$ cat config.mk
export PLATFORM = sky130hd
export DESIGN_NAME = systolic_feeder
export DESIGN_NICKNAME = d
export VERILOG_FILES = /design/src/rtl/systolic_feeder.sv
export SDC_FILE = /design/constraint.sdc
export NUM_CORES = 1
export LEC_CHECK = 0
export CORE_MARGIN = 2
export CORE_UTILIZATION = 41
export CTS_CLUSTER_SIZE = 8
export DETAILED_ROUTE_END_ITERATION = 8
export GPL_ROUTABILITY_DRIVEN = 0
export PLACE_DENSITY_LB_ADDON = 0.15
export SYNTH_ARGS = -nofsm -noshare
export SYNTH_HDL_FRONTEND = slang
export SYNTH_SLANG_ARGS = --single-unit
$ cat constraint.sdc
create_clock -name clk -period 1.4 [get_ports clk]
set_input_delay 0.14 -clock clk [delete_from_list [all_inputs] [get_ports clk]]
set_output_delay 0.14 -clock clk [all_outputs]
set_load 0.02 [all_outputs]
$ cat src/rtl/systolic_feeder.sv
// Skews activation rows onto the systolic array's left edge: lane i lags lane 0 by i cycles.
// Optional SYSTOLIC_FEEDER_PERF_EN adds saturating perf_rows / perf_bubbles counters.
module systolic_feeder #(
  parameter int unsigned N      = 2,
  parameter int unsigned DATA_W = 16
) (
  input  logic                  clk,
  input  logic                  rst,
  input  logic                  in_valid,
  output logic                  in_ready,
  input  logic [N*DATA_W-1:0]   in_row,
  input  logic                  in_last,
  output logic [N*DATA_W-1:0]   sys_data_out,
  output logic [N-1:0]          lane_valid,
  output logic                  sys_start,
  output logic                  busy,
  output logic                  done
`ifdef SYSTOLIC_FEEDER_PERF_EN
  ,
  output logic [15:0]           perf_rows,
  output logic [15:0]           perf_bubbles
`endif
);

  localparam int unsigned CNT_W = (N > 1) ? $clog2(N) : 1;

  typedef enum logic [1:0] {
    S_IDLE,
    S_STREAM,
    S_DRAIN
  } state_t;

  state_t             r_state;
  state_t             w_state_nxt;
  logic [CNT_W-1:0]   r_drain_cnt;
  logic [CNT_W-1:0]   w_drain_cnt_nxt;
  logic               w_accept;

  logic [N*DATA_W-1:0] r_in_data;
  logic                r_in_valid;
  logic                r_in_last;

  assign in_ready = !rst && (r_state != S_DRAIN);
  assign w_accept = in_valid & in_ready;
  assign busy     = (r_state != S_IDLE);

  always_ff @(posedge clk) begin
    if (rst) begin
      r_state     <= S_IDLE;
      r_drain_cnt <= '0;
    end else begin
      r_state     <= w_state_nxt;
      r_drain_cnt <= w_drain_cnt_nxt;
    end
  end

  // DRAIN lasts exactly N cycles, long enough for the last row to exit lane N-1.
  always_comb begin
    w_state_nxt     = r_state;
    w_drain_cnt_nxt = r_drain_cnt;
    case (r_state)
      S_IDLE, S_STREAM: begin
        if (w_accept) begin
          if (in_last) begin
            w_state_nxt     = S_DRAIN;
            w_drain_cnt_nxt = '0;
          end else begin
            w_state_nxt = S_STREAM;
          end
        end
      end
      S_DRAIN: begin
        if (r_drain_cnt == CNT_W'(N - 1)) begin
          w_state_nxt     = S_IDLE;
          w_drain_cnt_nxt = '0;
        end else begin
          w_drain_cnt_nxt = r_drain_cnt + CNT_W'(1);
        end
      end
      default: begin
        w_state_nxt     = S_IDLE;
        w_drain_cnt_nxt = '0;
      end
    endcase
  end

  // Common input register; non-accept cycles load a zero bubble.
  always_ff @(posedge clk) begin
    if (rst) begin
      r_in_data  <= '0;
      r_in_valid <= 1'b0;
      r_in_last  <= 1'b0;
    end else begin
      r_in_data  <= w_accept ? in_row : '0;
      r_in_valid <= w_accept;
      r_in_last  <= w_accept & in_last;
    end
  end

  for (genvar gi = 0; gi < N; gi++) begin : g_lane
    if (gi == 0) begin : g_head
      assign sys_data_out[0 +: DATA_W] = r_in_data[0 +: DATA_W];
      assign lane_valid[0]             = r_in_valid;
    end else begin : g_dly
      logic [DATA_W-1:0] r_dly_data [gi];
      logic [gi-1:0]     r_dly_valid;

      always_ff @(posedge clk) begin
        if (rst) begin
          for (int k = 0; k < gi; k++) begin
            r_dly_data[k] <= '0;
          end
          r_dly_valid <= '0;
        end else begin
          r_dly_data[0]  <= r_in_data[gi*DATA_W +: DATA_W];
          r_dly_valid[0] <= r_in_valid;
          for (int k = 1; k < gi; k++) begin
            r_dly_data[k]  <= r_dly_data[k-1];
            r_dly_valid[k] <= r_dly_valid[k-1];
          end
        end
      end

      assign sys_data_out[gi*DATA_W +: DATA_W] = r_dly_data[gi-1];
      assign lane_valid[gi]                    = r_dly_valid[gi-1];
    end
  end

  assign sys_start = r_in_valid;

  // End-of-matrix flag rides alongside lane N-1 so done meets its last element.
  if (N > 1) begin : g_done_dly
    logic [N-2:0] r_last_dly;

    always_ff @(posedge clk) begin
      if (rst) begin
        r_last_dly <= '0;
      end else begin
        r_last_dly[0] <= r_in_last;
        for (int k = 1; k < int'(N) - 1; k++) begin
          r_last_dly[k] <= r_last_dly[k-1];
        end
      end
    end

    assign done = r_last_dly[N-2];
  end else begin : g_done_head
    assign done = r_in_last;
  end

`ifdef SYSTOLIC_FEEDER_PERF_EN
  logic [15:0] r_perf_rows;
  logic [15:0] r_perf_bubbles;

  always_ff @(posedge clk) begin
    if (rst) begin
      r_perf_rows    <= '0;
      r_perf_bubbles <= '0;
    end else begin
      if (w_accept && (r_perf_rows != 16'hFFFF)) begin
        r_perf_rows <= r_perf_rows + 16'd1;
      end
      if ((r_state == S_STREAM) && !in_valid && (r_perf_bubbles != 16'hFFFF)) begin
        r_perf_bubbles <= r_perf_bubbles + 16'd1;
      end
    end
  end

  assign perf_rows    = r_perf_rows;
  assign perf_bubbles = r_perf_bubbles;
`endif

endmodule

==> impl_metrics.py, run 1 <==
metrics = {
    "sta": {
        "worst_clock_skew_ps": 2.67,
        "fin_ws_ps": 41.8,
        "slew_viol_final": 0,
        "period_share_pct": 97.0,
        "fin_crit_ps": 1360,
        "max_slew_margin_pct": 83.9,
        "tightest_slew_ps": 242,
        "report.final.hold_viol_count": 0,
        "fmax_mhz": 736,
        "setup_viol_count_final": 0,
        "whs_ps": 399,
    },
    "synthesis": {
        "synth_seq_cells": 55,
        "syn_avg_cell_area_um2": 12.0,
        "synth_cell_type_count": 16,
        "netlist_area_mm2": 0.00170,
        "synth.top_cells.by_area": "dfxtp_1 (65%), buf_4 (7.9%), and2_1 (7.4%)",
        "syn_inst": 142,
        "syn_nets": 178,
        "yosysTopAreaCell": "dfxtp_1",
        "yosysSeqAreaShare_pct": 64.8,
        "synth_top_area_share_pct": 64.8,
        "synth.yosys.warnings": 0,
    },
    "min_path": {
        "hp-class": "in -> reg",
        "hold_end": "r_in_data[20]",
        "hold_start": "in_row[20]",
        "holdPathStages": 2,
    },
    "clock_network": {
        "cts.sinks": 55,
        "holdBufCountCts": 0,
        "insertion_delay_ps": 290,
        "clockBufferDepth": 2,
        "cts_buffers": 5,
        "cts_root_buffer": "clkbuf_8",
        "clkTransAtPathRegs_ps": 80,
        "ctsHtreeMaxLevel": 2,
        "tritoncts": "built",
    },
    "power_and_ir_drop": {
        "peakVddDrop_uv": 752,
        "power.density_mw_per_mm2": 1130,
        "p_leak_nw": 1.11,
    },
    "setup_path": {
        "critPathKind": "reg -> out",
        "startpoint_type": "flop",
        "path_max_fanout": 1,
        "cp_slowest_cell": "clkdlybuf4s50_1",
        "reg2regPathDepth": 5,
        "crit_chain": "clkdlybuf4s50_1",
        "crit_family": "buffers and inverters",
        "path_depth": 1,
        "worst-path-buf-inv": 1,
        "r2r_slack_ps": 180,
        "r2r-end": "r_in_data[1]",
        "required_ps": 1260,
        "r2r-start": "r_state[1]",
        "cpPeakStageDelay_ps": 600,
        "crit_arrival_ps": 1220,
        "crit_path_end_kind": "primary output",
    },
    "final_layout": {
        "fillers": 324,
        "drive_gt1_share_pct": 15.1,
        "final_common_cell": "clkdlybuf4s50_1",
        "diodes": 0,
        "areaGrowthSynthToFinish_pct": 45.5,
        "layout_common_cells": "clkdlybuf4s50_1 (62), dfxtp_1 (54), and2_1 (20), nor2b_1 (18), and2_2 (12)",
        "final_util_pct": 61.8,
        "final_cell_area_mm2": 0.00247,
        "nets": 241,
    },
    "route": {
        "vias_per_cell": 4.09,
        "antenna_left": 0,
        "drc_errors": 0,
        "vias": 1044,
        "wl_per_cell_um": 10.7,
        "drtIter0Drc": 20,
        "drt_wl_total_um": 2730,
        "drt_pass1_iterations": 3,
    },
    "place": {
        "placed_cell_area_mm2": 0.00236,
        "port_buffers": 73,
        "preCtsSetupSlack_ps": -25.9,
        "dp_hpwl_um": 1990,
    },
    "floorplanning": {
        "ios": 74,
        "die_w_um": 68.4,
        "die_area_mm2": 0.00468,
        "die_height_um": 68.4,
        "row_count": 23,
        "coreArea_mm2": 0.00400,
        "start_util_pct": 42.5,
    },
    "global_routing": {
        "grt_overflow": 0,
        "grt_pass1_wl_um": 4240,
        "grt.total_usage_pct": 12.5,
        "antenna_found_initial": 0,
        "grt_max_degree": 26,
        "grt_pass1_vias": 1008,
    },
    "flow_run": {
        "cap_violations": 0,
    },
    "status": {
        "status": "completed",
    },
}
==> kinds of logic (layout without fill, tap and decap cells) <==
group	count (synthesis)	count (layout)	synth area share [%]
and+or+nand+nor	61	61	24.0
AOI/OAI and AO/OA	3	3	0.883
DFF	55	55	64.8
buffers and inverters	23	86	10.4
==> layer usage <==
layer	part of all wire, %	vias up	GRT usage, %
li1	-	536	-
met1	38	460	12.2
met2	53	43	22.6
met3	8.4	5	5.76
met4	1.4	0	5.25
met5	0	-	0
==> through the flow <==
step	power, W	TNS [ps]	cells
finish	0.00281	0	255
global route	0.00295	-13.4	255
CTS	0.00283	0	253
detailed placement	0.00203	-25.9	246
global placement	0.00202	-9.17	246
floorplan	0.00185	0	142
==> state kept, by name, summed over array words and instances (netlist names) <==
signal and flops:
done 1, sys_start 1, g_lane.g_dly.r_dly_data 16, r_drain_cnt 1
r_state 2, r_in_last 1, r_in_data 32, g_lane.g_dly.r_dly_valid 1
==> power by group <==
part           internal [W]  switching [W]
Clock              0.000388       0.000437
Combinational      0.000209       0.000129
Sequential          0.00163      0.0000179
==> synthesized netlist by cell type, drive strengths merged <==
cell / count
nor2b: 19
buf: 21
nor2: 2
dfxtp: 55
nor3b: 2
nand2: 2
or2b: 1
a21oi: 3
nor3: 1
and2: 32
or2: 2
clkbuf: 2
==> what timing repair did <==
| item | 4_1_cts | 5_1_grt |
|---|---|---|
| endpoints found under the setup margin | 4 | 9 |
| pin swaps | 0 | 0 |
| endpoints found under the hold margin | 0 | 0 |
| buffers inserted | 0 | 2 |
| gates resized for setup | 6 | 9 |
==> worst max path at each step <==
stage	start	endpoint	slack (ps)
2_1_floorplan	r_state[1]	r_in_data[0]	360
3_3_place_gp	rst	in_ready	-9
3_5_place_dp	rst	in_ready	-30
4_1_cts	r_state[0]	busy	10
5_1_grt	g_lane[1].g_dly.r_dly_data[0][5]	sys_data_out[21]	-10
6_report	g_lane[1].g_dly.r_dly_data[0][12]	sys_data_out[28]	40
==> final cells by class <==
cell class / instances / area, µm² / area share, %
clock inverters: 1 / 5.00 / 0.202
clock buffers: 6 / 82.6 / 3.34
repair buffers: 79 / 798 / 32.3
multi-input cells: 64 / 423 / 17.1
well taps: 50 / 62.6 / 2.53
flip-flops and latches: 55 / 1100 / 44.6
Note: power is estimated with default switching activity, not from simulation.
==> inputs of run 2 (changes only) <==
--- a/config.mk
+++ b/config.mk
@@ -7,6 +7,7 @@
 export LEC_CHECK = 0
 export CORE_MARGIN = 2
 export CORE_UTILIZATION = 41
+export CTS_CLUSTER_DIAMETER = 60
 export CTS_CLUSTER_SIZE = 8
 export DETAILED_ROUTE_END_ITERATION = 8
 export GPL_ROUTABILITY_DRIVEN = 0
==> results of run 2 <==
No change in the layout: final DEF, timing and power equal those of run 1.
==> inputs of run 3 (changes only) <==
--- a/config.mk
+++ b/config.mk
@@ -5,9 +5,8 @@
 export SDC_FILE = /design/constraint.sdc
 export NUM_CORES = 1
 export LEC_CHECK = 0
-export CORE_MARGIN = 2
 export CORE_UTILIZATION = 41
-export CTS_CLUSTER_DIAMETER = 60
+export CTS_CLUSTER_DIAMETER = 80
 export CTS_CLUSTER_SIZE = 8
 export DETAILED_ROUTE_END_ITERATION = 8
 export GPL_ROUTABILITY_DRIVEN = 0
==> impl_metrics.py, run 3 (synthesis results as in run 1) <==
metrics = {
    "sta": {
        "rsz0062_at_grt": "no",
        "tightest_slew_ps": 252,
        "whs_ps": 396,
        "slew_viol_final": 0,
        "worst_clock_skew_ps": 1.64,
        "fmax_mhz": 739,
        "setup_viol_count_final": 0,
        "report.final.hold_viol_count": 0,
        "fin_crit_ps": 1350,
        "max_slew_margin_pct": 83.2,
        "period_share_pct": 96.6,
    },
    "global_routing": {
        "grt_max_degree": 23,
        "grt_use_met2_pct": 24.4,
        "top_usage_layer": "met2",
        "antenna_found_initial": 0,
        "grt_use_met3_pct": 6.38,
        "grt_pass1_vias": 959,
        "grt.total_usage_pct": 14.0,
        "met1_usage_pct": 14.0,
        "grt_overflow": 0,
        "grt_pass1_wl_um": 4370,
    },
    "floorplanning": {
        "coreArea_mm2": 0.00400,
        "ios": 74,
        "die_height_um": 66.4,
        "die_area_mm2": 0.00441,
        "row_count": 23,
        "start_util_pct": 42.5,
        "die_w_um": 66.4,
    },
    "route": {
        "drc_errors": 0,
        "drtIter0Drc": 28,
        "drt_pass1_iterations": 2,
        "drt_wl_total_um": 2720,
        "antenna_left": 0,
        "vias": 1046,
        "wl_per_cell_um": 10.8,
        "vias_per_cell": 4.13,
    },
    "final_layout": {
        "layout_common_cells": "clkdlybuf4s50_1 (55), dfxtp_1 (53), and2_1 (20), nor2b_1 (18), dlymetal6s2s_1 (14)",
        "final_common_cell": "clkdlybuf4s50_1",
        "nets": 240,
        "multiInputGateArea_um2": 423,
        "diodes": 0,
        "reg_top3": "r_in_data: 32 flops, g_lane.g_dly.r_dly_data: 16 flops, r_state: 2 flops",
        "areaGrowthSynthToFinish_pct": 44.8,
        "largest_reg_flops": 32,
        "area.sequential_mm2": 0.00110,
        "fillers": 323,
        "drive_gt1_share_pct": 14.3,
        "top_register": "r_in_data",
    },
    "clock_network": {
        "holdBufCountCts": 0,
        "insertion_delay_ps": 290,
        "cts_root_buffer": "clkbuf_8",
        "clkTransAtPathRegs_ps": 80,
        "clockBufferDepth": 2,
        "tritoncts": "built",
        "cts_buffers": 5,
        "cts.sinks": 55,
        "ctsHtreeMaxLevel": 2,
    },
    "place": {
        "dp_hpwl_um": 2040,
        "port_buffers": 73,
    },
    "setup_path": {
        "crit_path_end_kind": "primary output",
        "critPathKind": "reg -> out",
        "cp_slowest_cell": "clkdlybuf4s50_1",
        "crit_family": "buffers and inverters",
        "path_max_fanout": 1,
        "startpoint_type": "flop",
        "cpPeakStageDelay_ps": 600,
        "crit_arrival_ps": 1210,
        "required_ps": 1260,
        "worst-path-buf-inv": 1,
        "crit_chain": "clkdlybuf4s50_1",
    },
    "power_and_ir_drop": {
        "p_total_w": 0.00274,
        "peakVddDrop_uv": 496,
        "power.density_mw_per_mm2": 1110,
        "p_leak_nw": 1.21,
    },
    "flow_run": {
        "cap_violations": 0,
    },
    "status": {
        "status": "completed",
    },
    "min_path": {
        "hp-class": "in -> reg",
    },
}
run 3: changes by cell type in the layout (fill, tap and decap cells not counted), sizes merged:
cell and delta:
buf -1, clkbuf -1, clkdlybuf4s50 -7, clkinv -1, dlygate4sd2 +1, dlymetal6s2s +7
run 3: layout make-up:
class	count	area share, %
timing repair buffer	78	32.5
clock buffer	6	2.95
sequential	55	44.8
tap	50	2.54
multi-input combinational	64	17.2
run 3: report_power, final:
part           switching (W)  internal (W)  total (W)
logic               0.000126      0.000203   0.000329
clock network       0.000434      0.000334   0.000769
registers          0.0000184       0.00163    0.00165
total               0.000579       0.00216    0.00274
run 3: worst reg2reg max path: cells and delay by family (launching register included):
family / cells / cell delay, ps
simple gates: 3 / 440
flops: 1 / 340
buf+inv: 2 / 360
run 3: metrics by stage:
step           setup slack [ps]  instance area [µm²]  setup TNS, ps  std cells  utilization, %
6_report                   47.4                 2460              0        253            61.6
5_1_grt                   0.736                 2460              0        253            61.6
3_5_place_dp              -8.37                 2350          -8.37        246            58.7
2_1_floorplan               363                 1700              0        142               -
3_3_place_gp              -6.86                 2350          -6.86        246            58.7
4_1_cts                    17.0                 2420              0        253            60.6
run 3: repair_timing:
item,CTS,global route
gates resized for setup,6,16
pin swaps,0,0
setup buffers,1,0
hold endpoints to repair,0,0
setup endpoints to repair,4,16
run 3: path summary, 6_finish.rpt:
| kind | from | to | slack, ps | cells past startpoint |
|---|---|---|---|---|
| setup reg to reg | r_state[1] | r_in_data[9] | 200 | 5 |
| hold / removal | in_row[23] | r_in_data[23] | 400 | 2 |
| hold reg to reg | r_in_data[31] | g_lane[1].g_dly.r_dly_data[0][15] | 440 | 1 |
| setup / recovery | r_in_data[1] | sys_data_out[1] | 50 | 1 |
run 3: routing by layer:
metal / share of wire, % / wire [µm]
met1: 38 / 1030
met5: 0 / 0
met2: 51 / 1390
met3: 9.0 / 245
met4: 2.1 / 57
